### src/rtl/cu_fsm_intr_if.sv
// ============================================================================
// Module      : cu_fsm_intr_if
// Description : Decode inputs and control outputs of the control-unit FSM.
// Revision    : 1.0 - initial release
// ============================================================================
`default_nettype none

interface cu_fsm_intr_if;
    logic       intr;
    logic       csr_mie;
    logic [6:0] opcode;
    logic [2:0] func3;
    logic       pc_write;
    logic       reg_write;
    logic       mem_we2;
    logic       mem_rden1;
    logic       mem_rden2;
    logic       pc_rst;
    logic       int_taken;
    logic       csr_we;
    logic       mret_exec;
    logic [1:0] state_o;

    modport master (
        output intr, csr_mie, opcode, func3,
        input  pc_write, reg_write, mem_we2, mem_rden1, mem_rden2,
               pc_rst, int_taken, csr_we, mret_exec, state_o
    );

    modport slave (
        input  intr, csr_mie, opcode, func3,
        output pc_write, reg_write, mem_we2, mem_rden1, mem_rden2,
               pc_rst, int_taken, csr_we, mret_exec, state_o
    );
endinterface

`default_nettype wire

### src/rtl/cu_fsm_intr.sv
// ============================================================================
// Module      : cu_fsm_intr
// Description : Multicycle CPU control FSM (FETCH/EXEC/WB/INTR) with a
//               synchronised, level-sensitive interrupt input.
// Revision    : 1.0 - initial release
// ============================================================================
`default_nettype none

module cu_fsm_intr #(
    parameter int LOAD_WAIT = 1,
    parameter int INTR_SYNC = 2
) (
    input  wire logic     clk,
    input  wire logic     rst,
    cu_fsm_intr_if.slave  bus
);

    localparam logic [6:0] c_op_load   = 7'b0000011;
    localparam logic [6:0] c_op_store  = 7'b0100011;
    localparam logic [6:0] c_op_branch = 7'b1100011;
    localparam logic [6:0] c_op_system = 7'b1110011;
    localparam logic [6:0] c_op_op     = 7'b0110011;
    localparam logic [6:0] c_op_imm    = 7'b0010011;
    localparam logic [6:0] c_op_lui    = 7'b0110111;
    localparam logic [6:0] c_op_auipc  = 7'b0010111;
    localparam logic [6:0] c_op_jal    = 7'b1101111;
    localparam logic [6:0] c_op_jalr   = 7'b1100111;
    localparam logic [2:0] c_wait_init = 3'(LOAD_WAIT - 1);

    typedef enum logic [1:0] {
        ST_FETCH = 2'd0,
        ST_EXEC  = 2'd1,
        ST_WB    = 2'd2,
        ST_INTR  = 2'd3
    } state_t;

    state_t                 r_state;
    logic [2:0]             r_wait;
    logic [INTR_SYNC-1:0]   r_sync;
    logic                   w_pend;
    logic                   w_is_load;
    logic                   w_wb_last;

    generate
        if (INTR_SYNC == 1) begin : g_sync_single
            always_ff @(posedge clk) begin
                if (rst) r_sync <= '0;
                else     r_sync <= bus.intr;
            end
        end else begin : g_sync_chain
            always_ff @(posedge clk) begin
                if (rst) r_sync <= '0;
                else     r_sync <= {r_sync[INTR_SYNC-2:0], bus.intr};
            end
        end
    endgenerate

    // Pending is only acted on in an instruction's final cycle; nothing latches it.
    assign w_pend    = r_sync[INTR_SYNC-1] & bus.csr_mie;
    assign w_is_load = (bus.opcode == c_op_load);
    assign w_wb_last = (r_wait == 3'd0);

    always_ff @(posedge clk) begin
        if (rst) begin
            r_state <= ST_FETCH;
            r_wait  <= 3'd0;
        end else begin
            case (r_state)
                ST_FETCH: r_state <= ST_EXEC;
                ST_EXEC: begin
                    if (w_is_load) begin
                        r_state <= ST_WB;
                        r_wait  <= c_wait_init;
                    end else begin
                        r_state <= w_pend ? ST_INTR : ST_FETCH;
                    end
                end
                ST_WB: begin
                    if (w_wb_last) r_state <= w_pend ? ST_INTR : ST_FETCH;
                    else           r_wait  <= r_wait - 3'd1;
                end
                ST_INTR:  r_state <= ST_FETCH;
                default:  r_state <= ST_FETCH;
            endcase
        end
    end

    logic       w_pc_write, w_reg_write, w_mem_we2, w_mem_rden1, w_mem_rden2;
    logic       w_pc_rst, w_int_taken, w_csr_we, w_mret_exec;
    logic [1:0] w_state;

    // Reset masks every output (state_o included) so an aborted instruction
    // cannot write anything in the cycle reset is sampled.
    always_comb begin
        w_pc_write  = 1'b0;
        w_reg_write = 1'b0;
        w_mem_we2   = 1'b0;
        w_mem_rden1 = 1'b0;
        w_mem_rden2 = 1'b0;
        w_pc_rst    = 1'b0;
        w_int_taken = 1'b0;
        w_csr_we    = 1'b0;
        w_mret_exec = 1'b0;
        w_state     = 2'd0;
        if (rst) begin
            w_pc_rst = 1'b1;
        end else begin
            w_state = r_state;
            case (r_state)
                ST_FETCH: w_mem_rden1 = 1'b1;
                ST_EXEC: begin
                    case (bus.opcode)
                        c_op_load:   w_mem_rden2 = 1'b1;
                        c_op_store: begin
                            w_mem_we2  = 1'b1;
                            w_pc_write = 1'b1;
                        end
                        c_op_branch: w_pc_write = 1'b1;
                        c_op_system: begin
                            w_pc_write = 1'b1;
                            if (bus.func3 == 3'b000) begin
                                w_mret_exec = 1'b1;
                            end else begin
                                w_reg_write = 1'b1;
                                w_csr_we    = 1'b1;
                            end
                        end
                        c_op_op, c_op_imm, c_op_lui, c_op_auipc, c_op_jal, c_op_jalr: begin
                            w_pc_write  = 1'b1;
                            w_reg_write = 1'b1;
                        end
                        default:     w_pc_write = 1'b1;
                    endcase
                end
                ST_WB: begin
                    w_pc_write  = w_wb_last;
                    w_reg_write = w_wb_last;
                end
                ST_INTR: begin
                    w_int_taken = 1'b1;
                    w_pc_write  = 1'b1;
                end
                default: w_mem_rden1 = 1'b0;
            endcase
        end
    end

    assign bus.pc_write  = w_pc_write;
    assign bus.reg_write = w_reg_write;
    assign bus.mem_we2   = w_mem_we2;
    assign bus.mem_rden1 = w_mem_rden1;
    assign bus.mem_rden2 = w_mem_rden2;
    assign bus.pc_rst    = w_pc_rst;
    assign bus.int_taken = w_int_taken;
    assign bus.csr_we    = w_csr_we;
    assign bus.mret_exec = w_mret_exec;
    assign bus.state_o   = w_state;

endmodule

`default_nettype wire

### src/flat_wrapper.sv
// flat-port wrapper written by rule: the top's interface ports become plain ports
module cu_fsm_intr_flat 
#(
    parameter int LOAD_WAIT = 1,
    parameter int INTR_SYNC = 2
)
  (clk, rst, bus_intr, bus_csr_mie, bus_opcode, bus_func3, bus_pc_write, bus_reg_write, bus_mem_we2, bus_mem_rden1, bus_mem_rden2, bus_pc_rst, bus_int_taken, bus_csr_we, bus_mret_exec, bus_state_o);
  cu_fsm_intr_if bus_i ();
  input  wire logic clk;
  input  wire logic rst;
  input wire logic [$bits(bus_i.intr)-1:0] bus_intr;
  input wire logic [$bits(bus_i.csr_mie)-1:0] bus_csr_mie;
  input wire logic [$bits(bus_i.opcode)-1:0] bus_opcode;
  input wire logic [$bits(bus_i.func3)-1:0] bus_func3;
  output wire logic [$bits(bus_i.pc_write)-1:0] bus_pc_write;
  output wire logic [$bits(bus_i.reg_write)-1:0] bus_reg_write;
  output wire logic [$bits(bus_i.mem_we2)-1:0] bus_mem_we2;
  output wire logic [$bits(bus_i.mem_rden1)-1:0] bus_mem_rden1;
  output wire logic [$bits(bus_i.mem_rden2)-1:0] bus_mem_rden2;
  output wire logic [$bits(bus_i.pc_rst)-1:0] bus_pc_rst;
  output wire logic [$bits(bus_i.int_taken)-1:0] bus_int_taken;
  output wire logic [$bits(bus_i.csr_we)-1:0] bus_csr_we;
  output wire logic [$bits(bus_i.mret_exec)-1:0] bus_mret_exec;
  output wire logic [$bits(bus_i.state_o)-1:0] bus_state_o;
  assign bus_i.intr = bus_intr;
  assign bus_i.csr_mie = bus_csr_mie;
  assign bus_i.opcode = bus_opcode;
  assign bus_i.func3 = bus_func3;
  assign bus_pc_write = bus_i.pc_write;
  assign bus_reg_write = bus_i.reg_write;
  assign bus_mem_we2 = bus_i.mem_we2;
  assign bus_mem_rden1 = bus_i.mem_rden1;
  assign bus_mem_rden2 = bus_i.mem_rden2;
  assign bus_pc_rst = bus_i.pc_rst;
  assign bus_int_taken = bus_i.int_taken;
  assign bus_csr_we = bus_i.csr_we;
  assign bus_mret_exec = bus_i.mret_exec;
  assign bus_state_o = bus_i.state_o;
  cu_fsm_intr #(.LOAD_WAIT(LOAD_WAIT), .INTR_SYNC(INTR_SYNC)) u_core (.clk(clk), .rst(rst), .bus(bus_i));
endmodule
### config.mk
export PLATFORM = sky130hd
export DESIGN_NAME = cu_fsm_intr_flat
export DESIGN_NICKNAME = d
export VERILOG_FILES = /design/src/rtl/cu_fsm_intr_if.sv /design/src/rtl/cu_fsm_intr.sv /design/src/flat_wrapper.sv
export SDC_FILE = /design/constraint.sdc
export NUM_CORES = 1
export LEC_CHECK = 0
export ABC_AREA = 1
export CAP_MARGIN = 20
export CELL_PAD_IN_SITES_DETAIL_PLACEMENT = 1
export CELL_PAD_IN_SITES_GLOBAL_PLACEMENT = 2
export CORE_ASPECT_RATIO = 2
export CORE_MARGIN = 2
export CORE_UTILIZATION = 22
export DETAILED_ROUTE_END_ITERATION = 8
export PLACE_DENSITY = 0.87
export SLEW_MARGIN = 20
export SYNTH_ARGS = -nofsm -noshare
export SYNTH_HDL_FRONTEND = slang
export SYNTH_SLANG_ARGS = --single-unit
### constraint.sdc
create_clock -name clk -period 1.74 [get_ports clk]
set_input_delay 0.261 -clock clk [delete_from_list [all_inputs] [get_ports clk]]
set_output_delay 0.261 -clock clk [all_outputs]
set_load 0.03 [all_outputs]
# [Word-level counts from Yosys, hierarchy flattened]
# Cells that the tools add are included.
[classes] add_sub_neg=1 n_eq_ne=15 n_mux=33 n_bitwise=1 reduce_logical=6
[ops] op="$mux 1" n=22
[ops] op="$eq 7x6->1 const B" n=3
[ops] op="$eq 7x7->1 const B" n=3
[ops] op="$eq 7x5->1 const B" n=2
[ops] op="$mux 2" n=4
[ops] op="$pmux 2 s4" n=1
[ops] op="$eq 7x2->1 const B" n=1
[ops] op="$logic_not 3->1" n=2
[ops] op="$mux 3" n=2
[ops] op="$pmux 3 s2" n=1
[ops] op="$reduce_or 6->1" n=1
[ops] op="$eq 2x2->1 const B" n=2
[ops] op="$ne 2x1->1 const B" n=2
[ops] op="$pmux 1 s2" n=2
[ops] op="$pmux 1 s3" n=1
[ops] op="$reduce_and 3->1" n=1
[ops] op="$sub 3x1->3 const B" n=1
[ops] op="$eq 2x1->1 const B" n=1
[ops] op="$logic_not 2->1" n=1
[ops] op="$ne 2x2->1 const B" n=1
[ops] op="$reduce_bool 2->1" n=1
[ops] op="$and 1x1->1" n=1
[word_totals] reg_bits=7 in_bits=14 out_inout_bits=11 elab_cells=59

# [Depth between registers and ports, before layout]
# Gate-level depths: netlist of the first run.
[depth] ltp_word=5 depth_mapped=9 mapped_depth_nobuf=9

# [Worst setup path before layout of the first run]
# OpenSTA, ideal clock, no wires.
[synth_timing] path_type="register -> output" from="reg u_core.r_state[1]" to="out bus_mem_we2" arrival_ns=1.783 required_ns=1.479 path_slack_ns=-0.304 path_stages_with_launch=7 n_path_buf=0 path_cell_list="dfxtp_1 -> inv_1 -> ha_1 -> nand2_1 -> inv_2 -> nand2_1 -> nor4_1"
[synth_between] elab_chain_cells=3
[synth_rtl] element="start, declared" line="cu_fsm_intr.sv:37" source="state_t r_state;"
[synth_rtl] element="start signal, assigned" line="cu_fsm_intr.sv:75" source="r_state <= w_pend ? ST_INTR : ST_FETCH;"
[synth_rtl] element="start signal, assigned" line="cu_fsm_intr.sv:79" source="if (w_wb_last) r_state <= w_pend ? ST_INTR : ST_FETCH;"
[synth_rtl] element="$eq 2x1->1" line="cu_fsm_intr.sv:109" source="case (r_state)"
[synth_rtl] element="$mux 1" line="cu_fsm_intr.sv:109"
[synth_rtl] element="$mux 1" line="cu_fsm_intr.sv:105" source="if (rst) begin"
[synth_rtl] element="end, declared" line="flat_wrapper.sv:17" source="output wire logic [$bits(bus_i.mem_we2)-1:0] bus_mem_we2;"
# No other way between the ends.

# [Final worst setup path of the first run]
# Same ends and word-level chain as after synthesis.

==> results of run 1 <==
final cells by class:
cell class | count | share of cell area
multi-input cells | 71 | 0.456
inverters | 22 | 0.0757
repair buffers | 37 | 0.269
well taps | 30 | 0.0324
clock buffers | 4 | 0.0389
flip-flops and latches | 7 | 0.128
worst max-delay path, stage by stage, from the launching register on:
cell	delay [ns]
dfxtp_4	0.36
inv_4	0.07
ha_4	0.13
nand2_4	0.07
inv_4	0.06
nand2_4	0.06
nor4_4	0.29
buf_6	0.17
logic make-up (layout without fill, tap and decap cells):
group           count (synthesis)  in the layout
compound gates                  9              9
buf+inv                        24             63
flops                           7              7
fa+ha+maj                       7              7
simple gates                   55             55
worst paths after layout:
kind / cells after the start / startpoint / end / slack (ns)
hold / removal: 2 / u_core.r_sync[0] / u_core.r_sync[1] / 0.41
setup / recovery: 7 / u_core.r_state[1] / bus_mem_we2 / 0.05
setup reg to reg: 7 / u_core.r_state[0] / u_core.r_state[0] / 0.36
hold reg to reg: 2 / u_core.r_sync[0] / u_core.r_sync[1] / 0.41
power by group through the flow:
stage | combinational (uW) | clock (uW) | sequential [uW]
after floorplan | 75.8 | 0 | 172
after global placement | 142 | 0 | 173
after detailed placement | 146 | 0 | 173
after CTS | 147 | 232 | 171
after global routing | 172 | 240 | 171
final | 157 | 223 | 170
cell usage after synthesis:
library cell	number	share of area
a21oi_2	2	0.026
a21oi_1	3	0.022
nand2_2	4	0.037
nand2_4	1	0.017
a21boi_1	1	0.011
clkinv_1	1	0.0056
dfxtp_1	7	0.21
inv_2	8	0.045
nand4_1	6	0.056
nand2_1	17	0.095
nor2_1	12	0.067
nor3_1	4	0.030
nor4_1	1	0.0094
o21ai_1	2	0.015
or2_1	1	0.0094
nor2_2	2	0.019
ha_1	7	0.13
a31oi_1	1	0.0094
nand3_2	2	0.030
nand3_1	4	0.030
buf_4	2	0.022
inv_1	13	0.073
nor2_8	1	0.030
repair_timing:
item | CTS | global route
pin swaps | 4 | 4
setup buffers | 2 | 1
gates resized for setup | 11 | 23
endpoints found under the setup margin | 4 | 5
through the flow:
stage	instances	worst slack (ns)	utilization	power (uW)	hold slack [ns]
after CTS	170	-0.0168	0.359	549	0.412
after global placement	164	-0.0202	0.338	315	0.393
after floorplan	102	0.0160	-	248	0.368
after global routing	171	-0.0143	0.393	583	0.430
after detailed placement	164	-0.0805	0.338	319	0.406
final	171	0.0522	0.393	550	0.409
routing by layer:
layer	up-vias	global-route usage
met5	-	0
met4	0	0.0545
met3	2	0.0110
met2	24	0.264
met1	378	0.109
li1	396	-
sequential cells by signal, summed over array words and instances, names as in the netlist:
name,count
u_core.r_state,2
u_core.r_sync,2
u_core.r_wait,3
==> flow_metrics.tcl, run 1 <==
set metrics [dict create \
    status "finished, final reports clean" \
    place_hpwl_um 1720 \
    routed_via_density 4.68 \
    final_cell_mix "22 x buf_4, 15 x nand2_1, 12 x nor2_1" \
    diodes 0 \
    syn_inst 102 \
    worst_ir_drop_vdd_mv 0.326 \
    multi_input_area_sq_um 528 \
    synth-seq-area-share 0.209 \
    wl_met3_um 116 \
    maxCapViolCount 0 \
    die_h_um 82.0 \
    grt_overflow 0 \
    switchingPower_uw 154 \
    maxUsedRoutingLayer "met4" \
    maxSlewHeadroom 0.817 \
    gp_congestion 0.809 \
    synth_top_family_by_area "simple AND/OR/NAND/NOR gates" \
    synthSimpleGateAreaFrac 0.430 \
    synthesis.area_sq_um 669 \
    clock.fmax_mhz 592 \
    routed_wl_um 2060 \
    route.met2.wl_um 1220 \
    synth_xor_area_frac 0 \
    gr-usage-all-layers 0.124 \
    fin_tns_setup_ns 0 \
    drt_iter0_drc 4 \
    synth-seq-cells 7 \
    fillers 390 \
    period_share 0.970 \
    internal_power_uw 396 \
    syn_nets 123 \
    finalClockSkew_ns 0.000477 \
    post-route-min-period_ns 1.69 \
    drtAntennaViolNets 0 \
    arrival_ns 1.43 \
    regArea_sq_um 148 \
    synthMuxAreaShare 0 \
    worst_slew_pin_slew_ns 0.274 \
    ys_warn_count 0 \
    grt_first_pass_wirelength_um 3430 \
    die_area_sq_um 3530 \
    clock_sinks 7 \
    io_pins 25 \
    met1_length_um 706 \
    power_frac_seq 0.310 \
    synth.avg_cell_area_sq_um 6.56 \
    cts-root-buf "clkbuf_8" \
    synth_cell_types 23 \
    path_max_fanout 3 \
    drive_gt1_frac 0.440 \
    area_growth_syn_to_layout_pct 72.9 \
    core_sq_um 2940 \
    cts_tree "built" \
    vias 800 \
    path_clk_slew_ns 0.04 \
    synth_compound_area_frac 0.0841 \
    slew_viol_final 0 \
    synthAdderAreaFrac 0.131 \
    grt_max_degree 11 \
    antenna_found_initial 0 \
    final_area_sq_um 1160 \
    path_class "reg -> out" \
    final_nets 163 \
    initial_core_util 0.227 \
    drt-pass1-iter-count 3 \
    pwr-share-comb 0.286 \
    leakagePower_uw 0.000559 \
    switching_share 0.280 \
    worstSetupStartpointType "flop" \
    cp.required_ns 1.48 \
    rows 28 \
    clock_latency_ns 0.22 \
    pwr-share-clk 0.405 \
    ctsHoldBuffers 0 \
    hold_path_class "reg -> reg" \
    wire_per_inst_um 12.0 \
    dpl-instance-area_sq_um 996 \
    endpoint_kind "output pin" \
    finalSetupViolCount 0 \
    final_common_cell "buf_4" \
    portBuffers 24 \
    hold_violations 0 \
    grt_pass1_vias 875 \
    cts_buffers 3 \
    drc 0 \
    htree_levels 1 \
    power_density_nw_per_um2 476 \
    rsz0062_at_grt "true" \
    dieWidth_um 43.0 \
    cts_buffer_depth 2 \
]
No activity file was read; power rests on OpenSTA's default activity.
==> inputs of run 2 (changes only) <==
Settings changed: RECOVER_POWER set to 100, TNS_END_PERCENT set to 100.
==> results of run 2 <==
Same layout as run 1: the final DEF is identical, and so are final timing and power.
==> inputs of run 3 (changes only) <==
Settings changed: CORE_UTILIZATION 22 to 20, PLACE_DENSITY 0.87 to 0.84.
Clock period 1.74 ns to 1.5 ns, I/O delays scaled along.
==> run 3 against run 2 <==
The flow now finishes with violations (setup timing). Clock power grew 17%. Power grew 24%. Sequential share of layout area shrank 1.9 points.
==> flow_metrics.tcl, run 3 (synthesis gave the netlist of run 1 again) <==
set metrics [dict create \
    status "complete, but fails checks" \
    worst_slew_pin_slew_ns 0.255 \
    path_clk_slew_ns 0.04 \
    final_nets 175 \
    dieWidth_um 44.9 \
    pwr-share-comb 0.326 \
    rsz0062_at_grt "true" \
    drt_iter0_drc 3 \
    hold_path_class "reg -> reg" \
    r2r_cells 10 \
    clock.fmax_mhz 648 \
    gr-usage-all-layers 0.130 \
    period_share 1.03 \
    r2r-end "u_core.r_state[1]" \
    htree_levels 1 \
    gp_congestion 0.774 \
    regToRegStartpoint "u_core.r_state[1]" \
    routed_via_density 4.63 \
    endpoint_kind "output pin" \
    power_frac_seq 0.292 \
    place_hpwl_um 1790 \
    p_total_uw 684 \
    reg2reg_slack_ns 0.10 \
    final_area_sq_um 1330 \
    cts_tree "built" \
    portBuffers 24 \
    maxSlewHeadroom 0.830 \
    vias 852 \
    antenna_found_initial 0 \
    drtAntennaViolNets 0 \
    final_common_cell "buf_4" \
    cts-root-buf "clkbuf_8" \
    routed_wl_um 2440 \
    rows 29 \
    grt_max_degree 11 \
    finalClockSkew_ns 0.00367 \
    worstHoldPathCells 2 \
    leakagePower_uw 0.000632 \
    arrival_ns 1.32 \
    cp.required_ns 1.27 \
    dpl-instance-area_sq_um 1040 \
    io_pins 25 \
    fin_tns_setup_ns -0.111 \
    slew_viol_final 0 \
    hold_violations 0 \
    drive_gt1_frac 0.556 \
    clock_sinks 7 \
    post-route-min-period_ns 1.54 \
    violations "setup timing" \
    cts_buffers 3 \
    grt_first_pass_wirelength_um 3720 \
    setup_slack_ns -0.0431 \
    die_area_sq_um 3850 \
    fin_util 0.418 \
    switchingPower_uw 199 \
    path_max_fanout 2 \
    grt_pass1_vias 946 \
    power_density_nw_per_um2 513 \
    min-delay-start "u_core.r_sync[0]" \
    worstSetupStartpointType "flop" \
    min_to "u_core.r_sync[1]" \
    switching_share 0.291 \
    wire_per_inst_um 13.2 \
    cts_buffer_depth 2 \
    die_h_um 85.8 \
    grt_overflow 0 \
    reg_top3 "u_core.r_wait x3, u_core.r_state x2, u_core.r_sync x2" \
    final_cell_mix "29 x buf_4, 12 x nand2_1, 10 x inv_1, 10 x nor2_1" \
    place_ws_ns -0.230 \
    maxCapViolCount 0 \
    drt-pass1-iter-count 2 \
    regMostFlops "u_core.r_wait" \
    largest_reg_flops 3 \
    pwr-share-clk 0.381 \
    initial_core_util 0.210 \
    finalSetupViolCount 3 \
    path_class "reg -> out" \
    worst_ir_drop_vdd_mv 0.410 \
    clock_latency_ns 0.23 \
    area_growth_syn_to_layout_pct 99.3 \
    core_sq_um 3190 \
    drc 0 \
    internal_power_uw 485 \
    diodes 0 \
]
==> run 3: metal layers <==
| metal | GRT usage | up-vias | part of all wire |
|---|---|---|---|
| met5 | 0 | - | 0 |
| met4 | 0.0722 | 0 | 0.016 |
| li1 | - | 421 | - |
| met2 | 0.264 | 26 | 0.62 |
| met3 | 0.0168 | 4 | 0.041 |
| met1 | 0.106 | 401 | 0.33 |
==> run 3: power groups by stage <==
stage | clock network (uW) | registers [uW] | logic [uW]
after detailed placement | 0 | 201 | 178
after floorplan | 0 | 200 | 89.1
after CTS | 274 | 199 | 210
after global placement | 0 | 200 | 173
final | 261 | 200 | 223
after global routing | 282 | 200 | 246
==> run 3: worst max-delay path by stage <==
stage,endpoint,slack [ns],start
5_1_grt,bus_reg_write,-0.11,bus_opcode[6]
4_1_cts,bus_mem_we2,-0.12,u_core.r_state[1]
6_report,bus_mem_rden2,-0.04,u_core.r_state[1]
2_1_floorplan,bus_mem_we2,-0.19,u_core.r_state[1]
3_3_place_gp,bus_reg_write,-0.18,bus_opcode[5]
3_5_place_dp,bus_reg_write,-0.23,bus_opcode[4]
==> run 3: worst max-delay path, cell delays in order (launching register included) <==
cell	delay [ns]
dfxtp_2	0.32
inv_2	0.08
ha_4	0.14
nand2_4	0.06
inv_4	0.06
nand2_4	0.06
buf_6	0.11
nor3_2	0.09
buf_4	0.18
==> run 3: per-stage QoR <==
stage | instances | hold slack (ns)
finish | 184 | 0.409
global route | 184 | 0.436
CTS | 186 | 0.417
detailed placement | 169 | 0.412
global placement | 169 | 0.391
floorplan | 102 | 0.332
==> run 3: final cells by class <==
class	count	area, sq um
well taps	31	38.8
fillers	390	1860
repair buffers	49	417
inverters	22	90.1
flip-flops and latches	7	145
multi-input cells	71	598
clock buffers	4	45.0
==> run 3: what timing repair did <==
action	CTS	global route
buffers inserted	13	1
endpoints found under the setup margin	6	8
endpoints found under the hold margin	0	0
gates resized for setup	38	20
pin swaps	16	13
hold buffers	0	0
==> variant 1: new RTL, config.mk and constraints of run 2 <==
Make the reset (`rst`) asynchronous in 3 clocked blocks.
--- a/src/rtl/cu_fsm_intr.sv
+++ b/src/rtl/cu_fsm_intr.sv
@@ -43,12 +43,12 @@
 
     generate
         if (INTR_SYNC == 1) begin : g_sync_single
-            always_ff @(posedge clk) begin
+            always_ff @(posedge clk or posedge rst) begin
                 if (rst) r_sync <= '0;
                 else     r_sync <= bus.intr;
             end
         end else begin : g_sync_chain
-            always_ff @(posedge clk) begin
+            always_ff @(posedge clk or posedge rst) begin
                 if (rst) r_sync <= '0;
                 else     r_sync <= {r_sync[INTR_SYNC-2:0], bus.intr};
             end
@@ -60,7 +60,7 @@
     assign w_is_load = (bus.opcode == c_op_load);
     assign w_wb_last = (r_wait == 3'd0);
 
-    always_ff @(posedge clk) begin
+    always_ff @(posedge clk or posedge rst) begin
         if (rst) begin
             r_state <= ST_FETCH;
             r_wait  <= 3'd0;
Check against the original RTL: no difference found for any inputs over 10 cycles, from zero or initial values and one cycle with rst high; that may be too few to reach the edited logic, so the function may still have changed.
==> variant 1 against run 2 <==
  * Global-route usage up 2.0 points
  * Worst setup slack worse by 0.022 ns
  * Cell count down 4.7%
  * Wire length down 1.3%
  * Synthesized area down 6.4%
  * Sequential cell count unchanged
  * Design area down 4.2%
Power is not compared: it rests on default switching activity, and its combinational part moved more than twofold at a synthesized area within 25%.
==> variant 1: results (changes against run 2) <==
Clock tree
  – CTS Sinks: 7 (unchanged)
  – H-tree depth: 1 (unchanged)
  – Clock Tree Root: clkbuf_8 (unchanged)
  – Worst-skew pair later-pin latency: 0.22 ns (about the same)
  – Total CTS buffers: 3 (unchanged)

Synth
  – Synth area leaders: dfrtp_1 (28%), nand2_1 (14%), ha_1 (14%), inv_1 (7.2%), nor2_1 (7.2%) (was dfxtp_1 (21%), ha_1 (13%), nand2_1 (9.5%), inv_1 (7.3%), nor2_1 (6.7%))
  – Synth unique cells: 23 (unchanged)
  – Async SR Flop Fraction: 1.00 (was 0)
  – Post-Syn Instances: 91 (was 102)
  – Syn. warnings: 0 (unchanged)
  – Top cells by count, synth: nand2_1 (24), inv_1 (12), nor2_1 (12), dfrtp_1 (7), ha_1 (7) (was nand2_1 (17), inv_1 (13), nor2_1 (12), inv_2 (8))
  – Main flop type after synthesis: dfrtp_1 (was dfxtp_1)
  – Synthesized Nets: 112 (was 123)
  – Seq/Total Area, Yosys: 0.279 (was 0.209)

Global route
  – Largest net degree at the start of global routing: 7 (was 11)
  – Vias in the first global route: 868 (was 875)
  – Initial antenna violation count: 0 (unchanged)
  – First-pass GRT wire length: 3.68 mm (was 3.43 mm)
  – Total GRT Usage: 0.144 (was 0.124)

Layout
  – Seq area share: 0.158 (was 0.128)
  – Multi-input logic cell count: 67 (was 71)
  – Non-clk bufs: 40 (was 37)
  – ClkCell Share: 0.0406 (was 0.0389)
  – Signal buf overhead: 0.289 (was 0.269)
  – FILL cells: 346 (was 390)
  – Layout cell share with drive strength beyond 1: 0.403 (was 0.440)
  – Nets: 156 (was 163)
  – Area of the multi-input gates: 472 um2 (was 528 um2)
  – Clock buffer cells: 4 (unchanged)
  – Number of inserted diodes: 0 (unchanged)
  – Inverters: 16 (was 22)
  – Biggest regs: u_core.r_wait x3, u_core.r_state x2, u_core.r_sync x2 (unchanged)

Critical path
  – Crit path max-delay cell type: dfrtp_1 (was dfxtp_4)
  – Crit path largest cell delay: 0.39 ns (was 0.36 ns)
  – CP max FO: 4 (was 3)
  – Crit-path leading delay family: flip-flops (was simple AND/OR/NAND/NOR gates)
  – WP data arrival: 1.45 ns (was 1.43 ns)

Route
  – Detailed Route Iter0 Violations: 13 (was 4)
  – Via/cell ratio: 4.63 (was 4.68)
  – DR vias: 754 (was 800)
  – Number of iterations in the first detailed-routing pass: 4 (was 3)
  – Routed WL: 2.03 mm (was 2.06 mm)

Placement
  – Place WS: -0.101 ns (was -0.0805 ns)
  – Dpl cells: 152 (was 164)
  – IO buf count: 24 (unchanged)
  – Gpl congestion: 0.745 (was 0.809)
  – DP Wirelength: 1.72 mm (about the same)

Power and ir drop
  – Leakage power: 0.000533 uW
  – Peak supply drop: approximately 0.56 mV
  – Clk pwr: between 200 and 250 uW
  – Switch Pwr: ~470 uW
  – Seq group: approximately 230 uW

STA
  – Worst clock skew: 0.000605 ns (was 0.000477 ns)
  – Worst slew margin: 0.816 (was 0.817)

Status
  – Status: finished clean (unchanged)

Worst hold path
  – Hold Path Class: reg -> reg (unchanged)
## variant 1: cell types whose count changed in the layout (fill, tap and decap cells not counted), sizes merged, moves of 2 or more
cell           run 2  this run
dfxtp              7         0
inv               21        15
nand2             22        25
clkbuf             4         7
a21oi              5         2
nand4              6         3
o21ai              2         0
dfrtp              0         7
## variant 1: per-layer routing
metal	vias up	GRT usage	routed length, um
met3	6	0.0181	56
met2	14	0.302	1320
met1	362	0.120	605
li1	372	-	-
met4	0	0.0774	48
met5	-	0	0
## variant 1: path summary, 6_finish.rpt
check                                     to  slack [ns]  cells past startpoint               from
max                             bus_pc_write        0.03                      5  u_core.r_state[0]
min                         u_core.r_sync[1]        0.34                      0   u_core.r_sync[0]
max reg2reg                u_core.r_state[1]        0.37                      7  u_core.r_state[0]
min reg2reg                 u_core.r_sync[1]        0.34                      0   u_core.r_sync[0]
max in group asynchronous   u_core.r_wait[0]        0.98                      3                rst
min in group asynchronous   u_core.r_sync[1]        0.47                      3                rst
## variant 1: logic make-up after synthesis
logic type / synth area share
and+or+nand+nor: 0.397
buffers and inverters: 0.108
adders and majority gates: 0.140
DFF: 0.279
AOI/OAI and AO/OA: 0.0619
xor gates and xnor gates: 0.0140
## variant 1: what timing repair did
item | CTS | global route
endpoints found under the setup margin | 6 | 3
pin swaps | 6 | 2
gates resized for setup | 24 | 6
buffers inserted | 6 | 1
## variant 1: through the flow
stage	hold WS [ns]	total power, uW	util	cell area, um2
6_report	0.345	1140	0.405	1110
5_1_grt	0.375	1250	0.405	1110
4_1_cts	0.347	1140	0.400	1090
3_5_place_dp	0.338	780	0.344	941
3_3_place_gp	0.336	759	0.344	941
2_1_floorplan	0.0888	578	-	632
==> variant 2: new RTL, config.mk and constraints of run 2 <==
Made on the original files. `INTR_SYNC` is set to 2 in 2 places; all go to 4.
--- a/src/rtl/cu_fsm_intr.sv
+++ b/src/rtl/cu_fsm_intr.sv
@@ -8,7 +8,7 @@
 
 module cu_fsm_intr #(
     parameter int LOAD_WAIT = 1,
-    parameter int INTR_SYNC = 2
+    parameter int INTR_SYNC = 4
 ) (
     input  wire logic     clk,
     input  wire logic     rst,
--- a/src/flat_wrapper.sv
+++ b/src/flat_wrapper.sv
@@ -2,7 +2,7 @@
 module cu_fsm_intr_flat 
 #(
     parameter int LOAD_WAIT = 1,
-    parameter int INTR_SYNC = 2
+    parameter int INTR_SYNC = 4
 )
   (clk, rst, bus_intr, bus_csr_mie, bus_opcode, bus_func3, bus_pc_write, bus_reg_write, bus_mem_we2, bus_mem_rden1, bus_mem_rden2, bus_pc_rst, bus_int_taken, bus_csr_we, bus_mret_exec, bus_state_o);
   cu_fsm_intr_if bus_i ();
Function: changed (Yosys sat finds a counterexample within 4 cycles, from zero or initial values and one cycle with rst high).
==> variant 2 against run 2 <==
  * Cell count rose by 3.5%
  * Die area rose by 7.1%
  * Synthesized area rose by 7.7%
  * Combinational power fell by 8%
  * Hold slack got worse by 0.0029 ns
  * Wire length rose by 7.6%
  * Design area rose by 0.11%
  * Synthesized cell count rose by 5.9%
  * Power rose by 10%
  * Sequential cell count rose by 2
  * Worst setup slack got worse by 0.0030 ns
  * Largest power group unchanged
==> variant 2: results (changes against run 2) <==
Global route
  – First-pass GRT wire length: 3.51 mm (was 3.43 mm)
  – Largest net degree at the start of global routing: 13 (was 11)
  – Vias in the first global route: 905 (was 875)
  – Initial antenna violation count: 0 (unchanged)
  – Total GRT Usage: 0.127 (was 0.124)

Critical path
  – Worst reg2reg setup slack: 0.31 ns (was 0.36 ns)
  – CP max FO: 5 (was 3)
  – WP data arrival: 1.43 ns (about the same)
  – Cells on worst reg2reg path: 7 (unchanged)

Route
  – Via/cell ratio: 4.71 (was 4.68)
  – Detailed Route Iter0 Violations: 10 (was 4)
  – Routed WL: 2.22 mm (was 2.06 mm)
  – Number of iterations in the first detailed-routing pass: 4 (was 3)

Synth
  – Main flop type after synthesis: dfxtp_1 (unchanged)
  – Syn. warnings: 0 (unchanged)
  – Seq/Total Area, Yosys: 0.250 (was 0.209)
  – Synth area leaders: dfxtp_1 (25%), ha_1 (12%), inv_1 (8.9%), nand2_1 (8.9%), nor2_1 (7.3%) (was dfxtp_1 (21%), ha_1 (13%), nand2_1 (9.5%), inv_1 (7.3%), nor2_1 (6.7%))
  – Synth unique cells: 24 (was 23)
  – Synthesized Nets: 129 (was 123)
  – Post-Syn Area: 721 um2 (was 669 um2)
  – Async SR Flop Fraction: 0 (unchanged)
  – Top cells by count, synth: inv_1 (17), nand2_1 (17), nor2_1 (14), dfxtp_1 (9), ha_1 (7) (was nand2_1 (17), inv_1 (13), nor2_1 (12), inv_2 (8))

Worst hold path
  – Hold Path Class: reg -> reg (unchanged)
  – Hold depth: 2 (unchanged)

Placement
  – Gpl congestion: 0.790 (was 0.809)
  – DP Wirelength: 1.77 mm (was 1.72 mm)
  – IO buf count: 24 (unchanged)
  – Place WS: -0.163 ns (was -0.0805 ns)

Clock tree
  – Total CTS buffers: 3 (unchanged)
  – Worst-skew pair later-pin latency: 0.24 ns (was 0.22 ns)
  – H-tree depth: 1 (unchanged)
  – Clock Tree Root: clkbuf_8 (unchanged)
  – CTS Buffer Depth: 2 (unchanged)
  – Clk pin slew, worst setup/hold paths: approximately 0.050 ns

STA
  – Worst Hold Slack: 0.406 ns (was 0.409 ns)
  – Worst clock skew: 0.00209 ns (was 0.000477 ns)
  – Setup ws final: 0.0492 ns (was 0.0522 ns)
  – Worst-margin pin slew: 0.339 ns (was 0.274 ns)

Status
  – Status: finished clean (unchanged)

Layout
  – FILL cells: 392 (was 390)
  – Biggest regs: u_core.r_sync x4, u_core.r_wait x3, u_core.r_state x2 (was u_core.r_wait x3, u_core.r_state x2, u_core.r_sync x2)
  – Number of inserted diodes: 0 (unchanged)
  – Layout cell share with drive strength beyond 1: 0.411 (was 0.440)
  – Nets: 168 (was 163)

Power and ir drop
  – Leakage power: 0.000572 uW (was 0.000559 uW)
  – Peak supply drop: 0.430 mV (was 0.326 mV)
variant 2: metal layers:
| layer | track usage | part of all wire | up-vias |
|---|---|---|---|
| li1 | - | - | 412 |
| met1 | 0.0947 | 0.31 | 382 |
| met2 | 0.252 | 0.59 | 29 |
| met3 | 0.0149 | 0.044 | 11 |
| met4 | 0.102 | 0.054 | 0 |
| met5 | 0 | 0 | - |
variant 2: worst paths after layout:
path                          start           endpoint
hold / removal     u_core.r_sync[1]   u_core.r_sync[2]
hold reg to reg    u_core.r_sync[1]   u_core.r_sync[2]
setup / recovery  u_core.r_state[1]      bus_reg_write
setup reg to reg  u_core.r_state[0]  u_core.r_state[0]
variant 2: per-stage QoR:
| step | std cells | TNS (ns) | cell area (um2) | total power (uW) |
|---|---|---|---|---|
| finish | 177 | 0 | 1160 | 608 |
| floorplan | 108 | 0 | 737 | 292 |
| global route | 177 | -0.0747 | 1160 | 647 |
| global placement | 169 | -0.220 | 1040 | 356 |
| detailed placement | 169 | -0.239 | 1040 | 360 |
| CTS | 176 | -0.0243 | 1120 | 617 |
variant 2: logic make-up (layout without fill, tap and decap cells):
group                    after synthesis  after routing  synth area share
AO/OA/AOI/OAI                          9              9            0.0781
adder cells (fa/ha/maj)                7              7             0.122
buffers and inverters                 26             64             0.141
flip-flops                             9              9             0.250
AND/OR/NAND/NOR                       57             57             0.410
variant 2: layout make-up:
class                           count  area share
Timing Repair Buffer               36       0.267
Tap cell                           31      0.0335
Sequential cell                     9       0.157
Inverter                           24      0.0778
Clock inverter                      1     0.00432
Multi-Input combinational cell     73       0.425
Clock buffer                        3      0.0356
variant 2: what timing repair did:
item | CTS | global route
pin swaps | 7 | 5
setup endpoints to repair | 4 | 5
buffers inserted | 3 | 1
resized for setup | 17 | 9
hold endpoints to repair | 0 | 0
hold buffers | 0 | 0
variant 2: where the power goes:
group          leakage (uW)  internal, uW  switching, uW  total, uW
Clock             0.0000255           157           89.6        246
Combinational      0.000473          65.6           78.5        144
Sequential        0.0000737           214           3.52        217
variant 2: critical path, cell delays in order, from the launching register on:
cell      delay (ns)
dfxtp_1         0.36
inv_2           0.07
ha_2            0.38
a21boi_2        0.22
buf_6           0.15
